[config.mk]
export PLATFORM = sky130hd
export DESIGN_NAME = oc15_frame_acc
export DESIGN_NICKNAME = d
export VERILOG_FILES = /design/src/rtl/oc15_frame_acc.sv
export SDC_FILE = /design/constraint.sdc
export NUM_CORES = 1
export LEC_CHECK = 0
export CAP_MARGIN = 10
export CORE_MARGIN = 2
export CORE_UTILIZATION = 55
export DETAILED_ROUTE_END_ITERATION = 6
export GPL_TIMING_DRIVEN = 1
export PLACE_DENSITY = 0.89
export SLEW_MARGIN = 40
export SYNTH_ARGS = -nofsm -noshare
export SYNTH_HDL_FRONTEND = slang
export SYNTH_SLANG_ARGS = --single-unit
[constraint.sdc]
create_clock -name clk -period 2.6 [get_ports clk]
set_input_delay 0.52 -clock clk [delete_from_list [all_inputs] [get_ports clk]]
set_output_delay 0.52 -clock clk [all_outputs]
set_load 0.005 [all_outputs]
[src/rtl/oc15_frame_acc.sv]
// Frame accumulator for the 15-input ones counter.
// Collects FRAME_LEN ones-counts per frame and reports a saturated sum, the maximum and
// minimum counts, a saturation flag and an over-threshold flag. A frame result is held
// until the downstream consumer takes it, and input is stalled in the meantime.
module oc15_frame_acc #(
    parameter int unsigned FRAME_LEN = 16,
    parameter int unsigned SUM_W     = 8,
    parameter int unsigned THRESH    = 120
) (
    input  logic             clk,
    input  logic             rst_n,
    input  logic             in_valid,
    input  logic [3:0]       cnt_in,
    output logic             in_ready,
    output logic             out_valid,
    input  logic             out_ready,
    output logic [SUM_W-1:0] sum_out,
    output logic [3:0]       max_out,
    output logic [3:0]       min_out,
    output logic             sat_out,
    output logic             over_thresh,
    output logic [7:0]       frame_no
);

    // Reject out-of-range parameters at elaboration time.
    if (FRAME_LEN < 1 || FRAME_LEN > 255) begin : g_bad_frame_len
        $error("oc15_frame_acc: FRAME_LEN must be in 1..255");
    end
    if (SUM_W < 4 || SUM_W > 16) begin : g_bad_sum_w
        $error("oc15_frame_acc: SUM_W must be in 4..16");
    end

    typedef enum logic {
        StAcc  = 1'b0,
        StHold = 1'b1
    } state_t;

    localparam logic [SUM_W-1:0] SumMax  = {SUM_W{1'b1}};
    localparam logic [SUM_W-1:0] ThreshV = SUM_W'(THRESH);
    // Index of the final word of a frame; zero when FRAME_LEN is 1, so the first word
    // of such a frame is also its last.
    localparam logic [7:0]       LastIdx = 8'(FRAME_LEN - 1);

    state_t           state;
    logic [7:0]       word_idx;
    logic [SUM_W-1:0] acc_sum;
    logic [3:0]       acc_max;
    logic [3:0]       acc_min;
    logic             acc_sat;

    logic             first_word;
    logic             last_word;
    logic [SUM_W:0]   sum_wide;
    logic [SUM_W-1:0] sum_nxt;
    logic [3:0]       max_nxt;
    logic [3:0]       min_nxt;
    logic             sat_nxt;
    logic             over_nxt;

    // Handshake flags are decoded straight from the state register.
    assign in_ready  = (state == StAcc);
    assign out_valid = (state == StHold);

    // Accumulator values that would result from accepting cnt_in this cycle.
    always_comb begin
        first_word = (word_idx == 8'd0);
        last_word  = (word_idx == LastIdx);
        // One extra bit catches the carry out so the sum clips instead of wrapping.
        sum_wide   = {1'b0, acc_sum} + (SUM_W+1)'(cnt_in);
        sum_nxt    = acc_sum;
        max_nxt    = acc_max;
        min_nxt    = acc_min;
        sat_nxt    = acc_sat;
        if (first_word) begin
            sum_nxt = SUM_W'(cnt_in);
            max_nxt = cnt_in;
            min_nxt = cnt_in;
            sat_nxt = 1'b0;
        end else begin
            if (sum_wide[SUM_W]) begin
                sum_nxt = SumMax;
                sat_nxt = 1'b1;
            end else begin
                sum_nxt = sum_wide[SUM_W-1:0];
            end
            if (cnt_in > acc_max) begin
                max_nxt = cnt_in;
            end
            if (cnt_in < acc_min) begin
                min_nxt = cnt_in;
            end
        end
        over_nxt = (sum_nxt > ThreshV);
    end

    // Frame FSM, accumulators and registered frame results.
    always_ff @(posedge clk) begin
        if (!rst_n) begin
            state       <= StAcc;
            word_idx    <= 8'd0;
            acc_sum     <= '0;
            acc_max     <= 4'd0;
            acc_min     <= 4'd0;
            acc_sat     <= 1'b0;
            sum_out     <= '0;
            max_out     <= 4'd0;
            min_out     <= 4'd0;
            sat_out     <= 1'b0;
            over_thresh <= 1'b0;
            frame_no    <= 8'd0;
        end else begin
            unique case (state)
                StAcc: begin
                    if (in_valid) begin
                        acc_sum  <= sum_nxt;
                        acc_max  <= max_nxt;
                        acc_min  <= min_nxt;
                        acc_sat  <= sat_nxt;
                        word_idx <= word_idx + 8'd1;
                        if (last_word) begin
                            sum_out     <= sum_nxt;
                            max_out     <= max_nxt;
                            min_out     <= min_nxt;
                            sat_out     <= sat_nxt;
                            over_thresh <= over_nxt;
                            state       <= StHold;
                        end
                    end
                end
                StHold: begin
                    // Result registers stay frozen until the consumer takes them.
                    if (out_ready) begin
                        state    <= StAcc;
                        word_idx <= 8'd0;
                        frame_no <= frame_no + 8'd1;
                    end
                end
                default: begin
                    state <= StAcc;
                end
            endcase
        end
    end

endmodule
==> summary.md, run 1 <==
| Metric | Value |
|---|---|
| Outcome | finished, final reports clean |
| Async set or reset register ratio after synthesis | 0% |
| Final Hold Viols | 0 |
| Reg-to-reg endpoint | acc_max[3] |
| Crit-path max FO | 6 |
| Clk pwr share | 33.4% |
| Pleak | 1.29 nW |
| Placed cell areas | 0.00321 sq mm |
| Worst Path Arrival | 2.60 ns |
| Die area | 0.00551 sq mm |
| Vias | 2497 |
| Register bit total from synthesis | 52 |
| DR WL/cell | 14.6 um |
| Cell taking the most area after synthesis | dfxtp_1 |
| Antenna Cells | 0 |
| Initial antenna violation count | 0 |
| Fill cells | 362 |
| Reg2Reg Depth | 8 |
| CTS tree | done |
| Power Density | 495 mW/mm^2 |
| Number of global-route vias before repair | 2415 |
| Total iterations of the first detailed-routing run | 6 |
| Initial Util | 57.4% |
| Hold Path Class | flop to flop |
| Synth top cells by count | 52 x dfxtp_1, 43 x nand2_1, 39 x a21oi_1 |
| Clock latency at the later pin of the worst-skew pair | 0.31 ns |
| RePlAce Congestion | 0.921 |
| Max-slew headroom | 68.9% |
| Crit. End Element | flop |
| Fmax | 0.417 GHz |
| Clock sink total | 52 |
| Hpwl dp | 4.60 mm |
| Post-cts gate resize count | 0 |
| DR DRC count | 0 |
| Root buffer cell | clkbuf_8 |
| Hold Path Cell Cnt | 2 |
| Final wirelength | 6.47 mm |
| Sw Ratio | 26.5% |
| Total of max-cap violations | 0 |
| Routed Antenna Nets | 0 |
| Final net count | 398 |
| P&R area growth vs syn | 23.3% |
| First-pass GRT wire length | 10.7 mm |
| Min Tclk post-route | 2.40 ns |
| Syn Nets | 351 |
| CP max stage delay | 0.52 ns |
| Most numerous cell in the Yosys netlist | dfxtp_1 |
| Final Max Slew Viols | 0 |
| Crit path cell chain | clkdlybuf4s50_1, inv_1, fa_1, and2b_2, or3_1, mux2i_1, a221o_1, o2111ai_1, o21ai_1 |
| Seq pwr share | 50.1% |
| Sw power | 438 uW |
| Gr usage total | 25.2% |
| Worst Max-Slew Pin Slew | 0.467 ns |
| Combinational share of power | 16.5% |
| Worst clock skew | 0.00517 ns |
| Crit-path slowest cell | clkdlybuf4s50_1 |
| Die Wd | 74.2 um |
| IO buf count | 35 |
| Total power | 1.65 mW |
| Post-synth EDFFs | 0 |
| Share of layout cells above drive strength 1 | 12.2% |
| Total core area | 0.00472 sq mm |
| Synthesized area per cell | 8.27 sq um |
| Grt total ovfl | 0 |
| H-tree depth reported by CTS | 2 |
| Rows | 25 |
| Vias per cell | 5.64 |
| Sequential cell area fraction in the yosys report | 38.4% |
| Pin count of the biggest net entering global routing | 22 |
| Top cell type's share of synthesized area | 38.4% |
| Ratio of final minimum period to clock period | 92.2% |
| VDD IR-drop max | 0.000291 V |
| Post-route cell area | 0.00334 sq mm |
| Fin Setup TNS | 0 ns |
| Synthesized cell area | 0.00271 sq mm |
| Hold endpoint | sum_out[1] |
| Starting DRT DRC Count | 256 |
| Clock Tree Buf Depth | 2 |
| Distinct cells, synth | 53 |
| Hold-fix buffers, CTS | 0 |
| Worst setup SP type | input pin |
| Worst-path clk slew | 0.09 ns |
| Final setup vio count | 0 |
| Syn Inst Count | 328 |
| Worst setup path class | input pin to flop |
| Synthesis Warnings | 0 |
| Die H | 74.2 um |
| I/O pins | 36 |
| Worst reg2reg startpoint | word_idx[0] |
| WP data required | 2.80 ns |
| Reg-to-reg slack, setup | 0.45 ns |
| Top_reg_cell synth | dfxtp_1 |
| Worst hold start | sum_out[1] |
| RSZ-0062 raised after global routing | no |
| Synth area leaders | dfxtp_1 38%, a21oi_1 7.2%, ha_1 6.5%, nand2_1 6.0%, mux2i_1 5.2% |
| Internal | 1.22 mW |
| Post-CTS setup buffers | 0 |
| Inserted Clock Buffers | 5 |
worst max-delay path: cells and delay by family:
kind	cells	cell delay, ns
buffers and inverters	2	0.61
AO/OA/AOI/OAI	3	0.49
adder cells (fa/ha/maj)	1	0.44
AND/OR/NAND/NOR	2	0.43
multiplexers	1	0.09
state kept, by name, summed over array words and instances (netlist names):
register and flops:
acc_sum 8, max_out 4, acc_max 4, word_idx 8
frame_no 8, sum_out 8, sat_out 1, min_out 4
acc_sat 1, out_valid 1, acc_min 4, over_thresh 1
cell usage in the layout, fill, tap and decap left out, types with 3 or more instances in the layout:
master	n
dfxtp_1	52
nand2_1	43
a21oi_1	39
clkdlybuf4s50_1	34
nor2_1	32
buf_4	20
o21ai_0	19
inv_1	17
mux2i_1	14
ha_1	14
nand4_1	7
xor2_1	7
nand3_1	5
clkbuf_8	5
and2_1	4
or3_1	4
nand2b_1	3
o211ai_1	3
nor3_1	3
a31oi_1	3
a211oi_1	3
logic make-up after synthesis:
| family | share of synthesized area, % |
|---|---|
| DFF | 38.4 |
| AOI/OAI and AO/OA | 19.5 |
| and+or+nand+nor | 20.9 |
| buffers and inverters | 5.54 |
| muxes | 5.58 |
| xor gates and xnor gates | 2.91 |
| adders and majority gates | 7.20 |
how the worst max path moves through the flow:
stage | from | to | slack, ns | cells after the start
floorplan | cnt_in[0] | sum_out[4] | 0.46 | 9
global placement | cnt_in[0] | over_thresh | -0.18 | 10
detailed placement | cnt_in[0] | over_thresh | -0.28 | 9
CTS | cnt_in[0] | over_thresh | 0.006 | 9
global route | cnt_in[1] | over_thresh | 0.07 | 9
finish | cnt_in[1] | over_thresh | 0.20 | 9
power by group through the flow:
stage	logic (mW)	registers, mW	clock network, mW
floorplan	0.182	0.842	0
global placement	0.254	0.845	0
detailed placement	0.262	0.846	0
CTS	0.265	0.828	0.560
global route	0.302	0.831	0.587
finish	0.273	0.828	0.553
per-layer routing:
metal  routed length (um)  global-route usage (%)  vias up
met5                    0                       0        -
met4                  135                    12.5        0
met3                  327                    5.96       15
met2                 3210                    41.4       67
met1                 2800                    31.2     1172
li1                     -                       -     1243
area by class of cell:
class / count / area, sq um / area share (%)
tap: 67 / 83.8 / 2.51
timing repair buffer: 55 / 503 / 15.1
clock buffer: 6 / 72.6 / 2.17
clock inverter: 2 / 35.0 / 1.05
sequential: 52 / 1040 / 31.1
inverter: 17 / 63.8 / 1.91
multi-input combinational: 244 / 1540 / 46.2
metrics by stage:
| step | setup WS, ns | instances | util, % | hold slack (ns) |
|---|---|---|---|---|
| floorplan | 0.460 | 328 | - | 0.439 |
| global placement | -0.185 | 435 | 67.9 | 0.443 |
| detailed placement | -0.279 | 435 | 67.9 | 0.448 |
| CTS | 0.00608 | 443 | 70.2 | 0.460 |
| global route | 0.0663 | 443 | 70.8 | 0.485 |
| finish | 0.204 | 443 | 70.8 | 0.456 |
(Power assumes the default switching activity.)
==> inputs of run 2 (changes only) <==
- SKIP_CTS_REPAIR_TIMING: default -> 1
==> results of run 2 <==
Same layout as run 1: the final DEF is identical, and so are final timing and power.
==> inputs of run 3 (changes only) <==
- CTS_CLUSTER_DIAMETER: default -> 40
==> results of run 3 <==
Same layout as run 1: the final DEF is identical, and so are final timing and power.
==> patch 1: new RTL, flow settings as in run 1 <==
Make the reset (`rst_n`) asynchronous in one clocked block.
--- a/src/rtl/oc15_frame_acc.sv
+++ b/src/rtl/oc15_frame_acc.sv
@@ -96,3 +96,3 @@
     // Frame FSM, accumulators and registered frame results.
-    always_ff @(posedge clk) begin
+    always_ff @(posedge clk or negedge rst_n) begin
         if (!rst_n) begin
Function: same outputs for any inputs over 10 cycles, from zero or initial values and one cycle with rst_n low; that may be too few to reach the edited logic, so the function may still have changed.
==> patch 1 against run 1 <==
- wire length increased by 6.3%
- first-iteration DRC count increased by 7.4%
- non-clock buffer count increased by 4
- critical endpoint is now acc_sum[0]$_DFFE_PN0P_
- largest cell class unchanged
- via count decreased by 5.0%
- synthesized area increased by 3.5%
- sequential cell count unchanged
- clock skew decreased by 2.7 ps
- worst setup slack got worse by 170 ps
- design area increased by 4.4%
Power is not compared: it rests on default switching activity, and its combinational part moved more than twofold at a synthesized area within 25%.
==> patch 1: results (changes against run 1) <==
metric,value,unit,change
ant diodes,0,,unchanged
"Max FO, Critical Path",5,,-1
Nets,362,,-9.0%
syn_nets,307,,-13%
cts bufs inserted,5,,unchanged
outcome,"complete, no violations",,
CP max-delay cell,clkdlybuf4s50_1,,
clk slew on worst S/H paths,90,ps,about the same
DP Area,3350,um^2,+4.5%
synth top area cells,"dfrtp_1 46%, ha_1 6.2%, o21ai_0 6.2%",,
IO buf count,35,,unchanged
drt via density,5.84,,+3.7%
Tot GR Track Use,0.258,,+0.00566
GPL Wtd Cong,0.956,,+3.8%
aggregate routed wire length,6880,um,+6.3%
H-tree levels,2,,unchanged
Clock Latency Late Sink,310,ps,about the same
first-pass GRT wire length,11000,um,+2.8%
metal3 WL,341,um,+4.3%
"delay-heaviest family, CP",buffers and inverters,,
power per standard cell area,968,nW/um^2,
register area share after synthesis,0.464,,+0.0797
post-DP HPWL,4730,um,+3.0%
Reg2Reg Depth,9,,+1
worst vdd ir,0.586,mV,
initial antenna violation count,0,,unchanged
Critical Path AT,2820,ps,+220 ps
pin count of the biggest net entering global routing,20,,-9.1%
Worst path max stage delay,530,ps,
vias in the first global route,2359,,-2.3%
met1 WL,2890,um,+3.1%
WL met2,3500,um,+9.1%
Avg Inst Size Synth,9.88,um^2,+20%
Ys Warns,0,,unchanged
"Async S/R FF share, synth",1.00,,+1.00
Clock Skew,2.49,ps,-2.68 ps
uppermost layer routed,met4,,
top post-synthesis cells by count,"52 x dfrtp_1, 35 x o21ai_0, 31 x nand2_1",,
drt pass-1 iters,4,,-2
Leakage Power,1.61,nW,
FILL cells,347,,-4.1%
Worst Hold Class,input pin to async pin,,
CTS Root Buffer Type,clkbuf_8,,
Finished Layout Cells,406,,-8.4%
clk buf depth,2,,unchanged
Synth cell types,47,,-11%
relative slew slack,0.706,,+0.0179
share of layout cells above drive strength 1,0.171,,+0.0488
initial drt markers,275,,+7.4%
placed insts,398,,-8.5%
## patch 1: cell types whose count changed in the layout (fill, tap and decap cells not counted), moves of 7 or more
cell,before,now
dfrtp_1,0,52
a21oi_1,39,11
dfxtp_1,52,0
nand2_1,43,31
o21ai_0,19,34
nor2_1,32,22
mux2i_1,14,7
## patch 1: worst register-to-register path, stage by stage (launching register included)
cell and delay [ps]:
dfrtp_1 360, ha_2 180, inv_1 60, fa_2 350, nand2b_4 180, a2111oi_4 370, buf_4 200, o21ai_0 90
o21ai_1 140, mux2_4 180
## patch 1: area by class of cell
cell class / instances / area share
sequential: 52 / 0.373
inverter: 13 / 0.0140
multi-input combinational: 208 / 0.411
timing repair buffer: 59 / 0.151
tap: 67 / 0.0240
clock buffer: 7 / 0.0276
## patch 1: routing by layer
| layer | track usage | up-vias |
|---|---|---|
| met2 | 0.439 | 76 |
| met4 | 0.113 | 0 |
| li1 | - | 1111 |
| met3 | 0.0437 | 16 |
| met5 | 0 | - |
| met1 | 0.324 | 1170 |
## patch 1: worst paths after layout
| check | slack (ps) | from | end |
|---|---|---|---|
| max in group asynchronous | 1870 | rst_n | frame_no[6]$_DFFE_PN0P_ |
| min reg2reg | 470 | frame_no[7]$_DFFE_PN0P_ | frame_no[7]$_DFFE_PN0P_ |
| max | 40 | cnt_in[0] | acc_sum[0]$_DFFE_PN0P_ |
| min in group clk | 470 | frame_no[7]$_DFFE_PN0P_ | frame_no[7]$_DFFE_PN0P_ |
| min | 140 | rst_n | max_out[0]$_DFFE_PN0P_ |
| max reg2reg | 430 | acc_sum[0]$_DFFE_PN0P_ | acc_sum[0]$_DFFE_PN0P_ |
## patch 1: per-stage QoR
step	worst slack (ps)	power [mW]
2_1_floorplan	319	2.22
3_3_place_gp	-191	2.71
3_5_place_dp	-312	2.79
4_1_cts	24.3	3.30
5_1_grt	-58.8	3.60
6_report	35.6	3.38
## patch 1: logic make-up (layout without fill, tap and decap cells)
logic type | after synthesis | after routing | share of synthesized area
xor+xnor | 11 | 11 | 0.0343
fa+ha+maj | 15 | 15 | 0.0696
compound gates | 75 | 75 | 0.172
simple gates | 91 | 91 | 0.163
flops | 52 | 52 | 0.464
mux | 16 | 16 | 0.0611
buf+inv | 24 | 79 | 0.0366
## patch 1: what timing repair did
item	CTS	global route
resized for setup	0	9
endpoints found under the setup margin	0	7
setup buffers	0	1
## patch 1: report_power, final
part	switching, mW	total, mW	internal, mW
Sequential	0.210	1.26	1.05
Clock	0.262	0.499	0.238
Combinational	0.811	1.62	0.812
==> patch 2: new RTL, config.mk and constraints of run 1 <==
Without the edit above. Set the parameter `SUM_W` to 10 (it was 8).
--- a/src/rtl/oc15_frame_acc.sv
+++ b/src/rtl/oc15_frame_acc.sv
@@ -6,3 +6,3 @@
     parameter int unsigned FRAME_LEN = 16,
-    parameter int unsigned SUM_W     = 8,
+    parameter int unsigned SUM_W     = 10,
     parameter int unsigned THRESH    = 120
Ports: changed (resized sum_out); port bits go from 36 to 38. No check against the original RTL was run, so the function may have changed too.
==> patch 2 against run 1 <==
- synthesized area rose by 7.0%
- design area increased by 7.3%
- worst setup slack worse by 110 ps
- critical path depth shrank 1
- wire length increased by 9.7%
- sequential cell count is 4 higher
- maximum frequency is 4.2% lower
- total power increased by 1.2%
- hold slack barely moved
- count of clock-buffer cells in the layout unchanged
==> patch 2: results (changes against run 1) <==
metric,value,unit,change
synth top area cells,"dfxtp_1 39%, ha_1 6.0%, a21oi_1 5.7%",,
Crit Reg-Reg Endpoint,max_out[2]$_SDFFE_PN0P_,,
share of layout cells above drive strength 1,0.119,,-0.00365
register area share after synthesis,0.387,,+0.00260
DP Worst Slack,-270,ps,+8.35 ps
IO buf count,37,,+5.7%
Hold Path End,sum_out[0]$_SDFFE_PN0P_,,
outcome,"complete, no violations",,
syn_nets,365,,+4.0%
Synth cell types,52,,-1.9%
worst hold start,sum_out[0]$_SDFFE_PN0P_,,
"delay-heaviest family, CP",adder cells,,
placed insts,458,,+5.3%
GPL Wtd Cong,1.02,,+10%
Clock Skew,11.0,ps,+5.79 ps
initial drt markers,229,,-11%
vias in the first global route,2592,,+7.3%
worst vdd ir,0.319,mV,+9.6%
drt via density,5.78,,+2.6%
Leakage Power,1.41,nW,+9.8%
Reg2Reg Depth,6,,-2
"Max FO, Critical Path",9,,+3
aggregate routed wire length,7100,um,+9.7%
Avg Inst Size Synth,8.48,um^2,+2.6%
Nets,418,,+5.0%
-- patch 2: final cells by class --
cell class | count | area [um^2] | area share
Clock buffer | 6 | 82.6 | 0.0230
Tap cell | 70 | 87.6 | 0.0244
Clock inverter | 2 | 10.0 | 0.00279
Multi-Input combinational cell | 255 | 1660 | 0.461
Sequential cell | 56 | 1120 | 0.313
Timing Repair Buffer | 63 | 578 | 0.161
Inverter | 14 | 52.6 | 0.0146
-- patch 2: cell families (layout without fill, tap and decap cells) --
logic type      count (synthesis)  after routing
buf+inv                        31             85
mux                            16             16
simple gates                  127            127
flops                          56             56
xor+xnor                       14             14
compound gates                 83             83
fa+ha+maj                      15             15
-- patch 2: worst max path at each step --
stage          startpoint  cells after the start  slack (ps)                  endpoint
2_1_floorplan   cnt_in[0]                      8         120  over_thresh$_SDFFE_PN0P_
3_3_place_gp    cnt_in[0]                      9        -160  over_thresh$_SDFFE_PN0P_
3_5_place_dp    cnt_in[0]                      9        -270  over_thresh$_SDFFE_PN0P_
4_1_cts         cnt_in[0]                      9          40  over_thresh$_SDFFE_PN0P_
5_1_grt         cnt_in[0]                     10         -10   acc_sum[6]$_SDFFE_PN0P_
6_report        cnt_in[0]                      8         100   acc_sum[7]$_SDFFE_PN0P_
-- patch 2: through the flow --
| step | total power, mW | cell area, um^2 | hold slack, ps | setup TNS (ps) |
|---|---|---|---|---|
| 6_report | 1.67 | 3590 | 456 | 0 |
| 5_1_grt | 1.74 | 3590 | 487 | -10.6 |
| 4_1_cts | 1.67 | 3580 | 459 | 0 |
| 3_5_place_dp | 1.19 | 3490 | 445 | -2840 |
| 3_3_place_gp | 1.17 | 3490 | 441 | -1020 |
| 2_1_floorplan | 1.09 | 2900 | 440 | 0 |
-- patch 2: layer usage --
layer / global-route usage / share of wire / up-vias
met5: 0 / 0 / -
met4: 0.0745 / 0.019 / 0
met3: 0.0403 / 0.064 / 14
met2: 0.443 / 0.49 / 105
met1: 0.317 / 0.42 / 1258
li1: - / - / 1318
-- patch 2: repair_timing --
action                     CTS  global route
resized for setup            0             2
setup endpoints to repair    0             3
hold buffers                 0             0
-- patch 2: tightest hold or removal path, cell delays in order (launching register included) --
cell and delay (ps):
dfxtp_1 320, nand2_1 50, a21oi_1 50
-- patch 2: power breakdown --
group / internal [mW] / switching (mW) / total (mW)
Sequential: 0.875 / 0.0156 / 0.890
Clock: 0.214 / 0.280 / 0.494
Combinational: 0.125 / 0.164 / 0.288
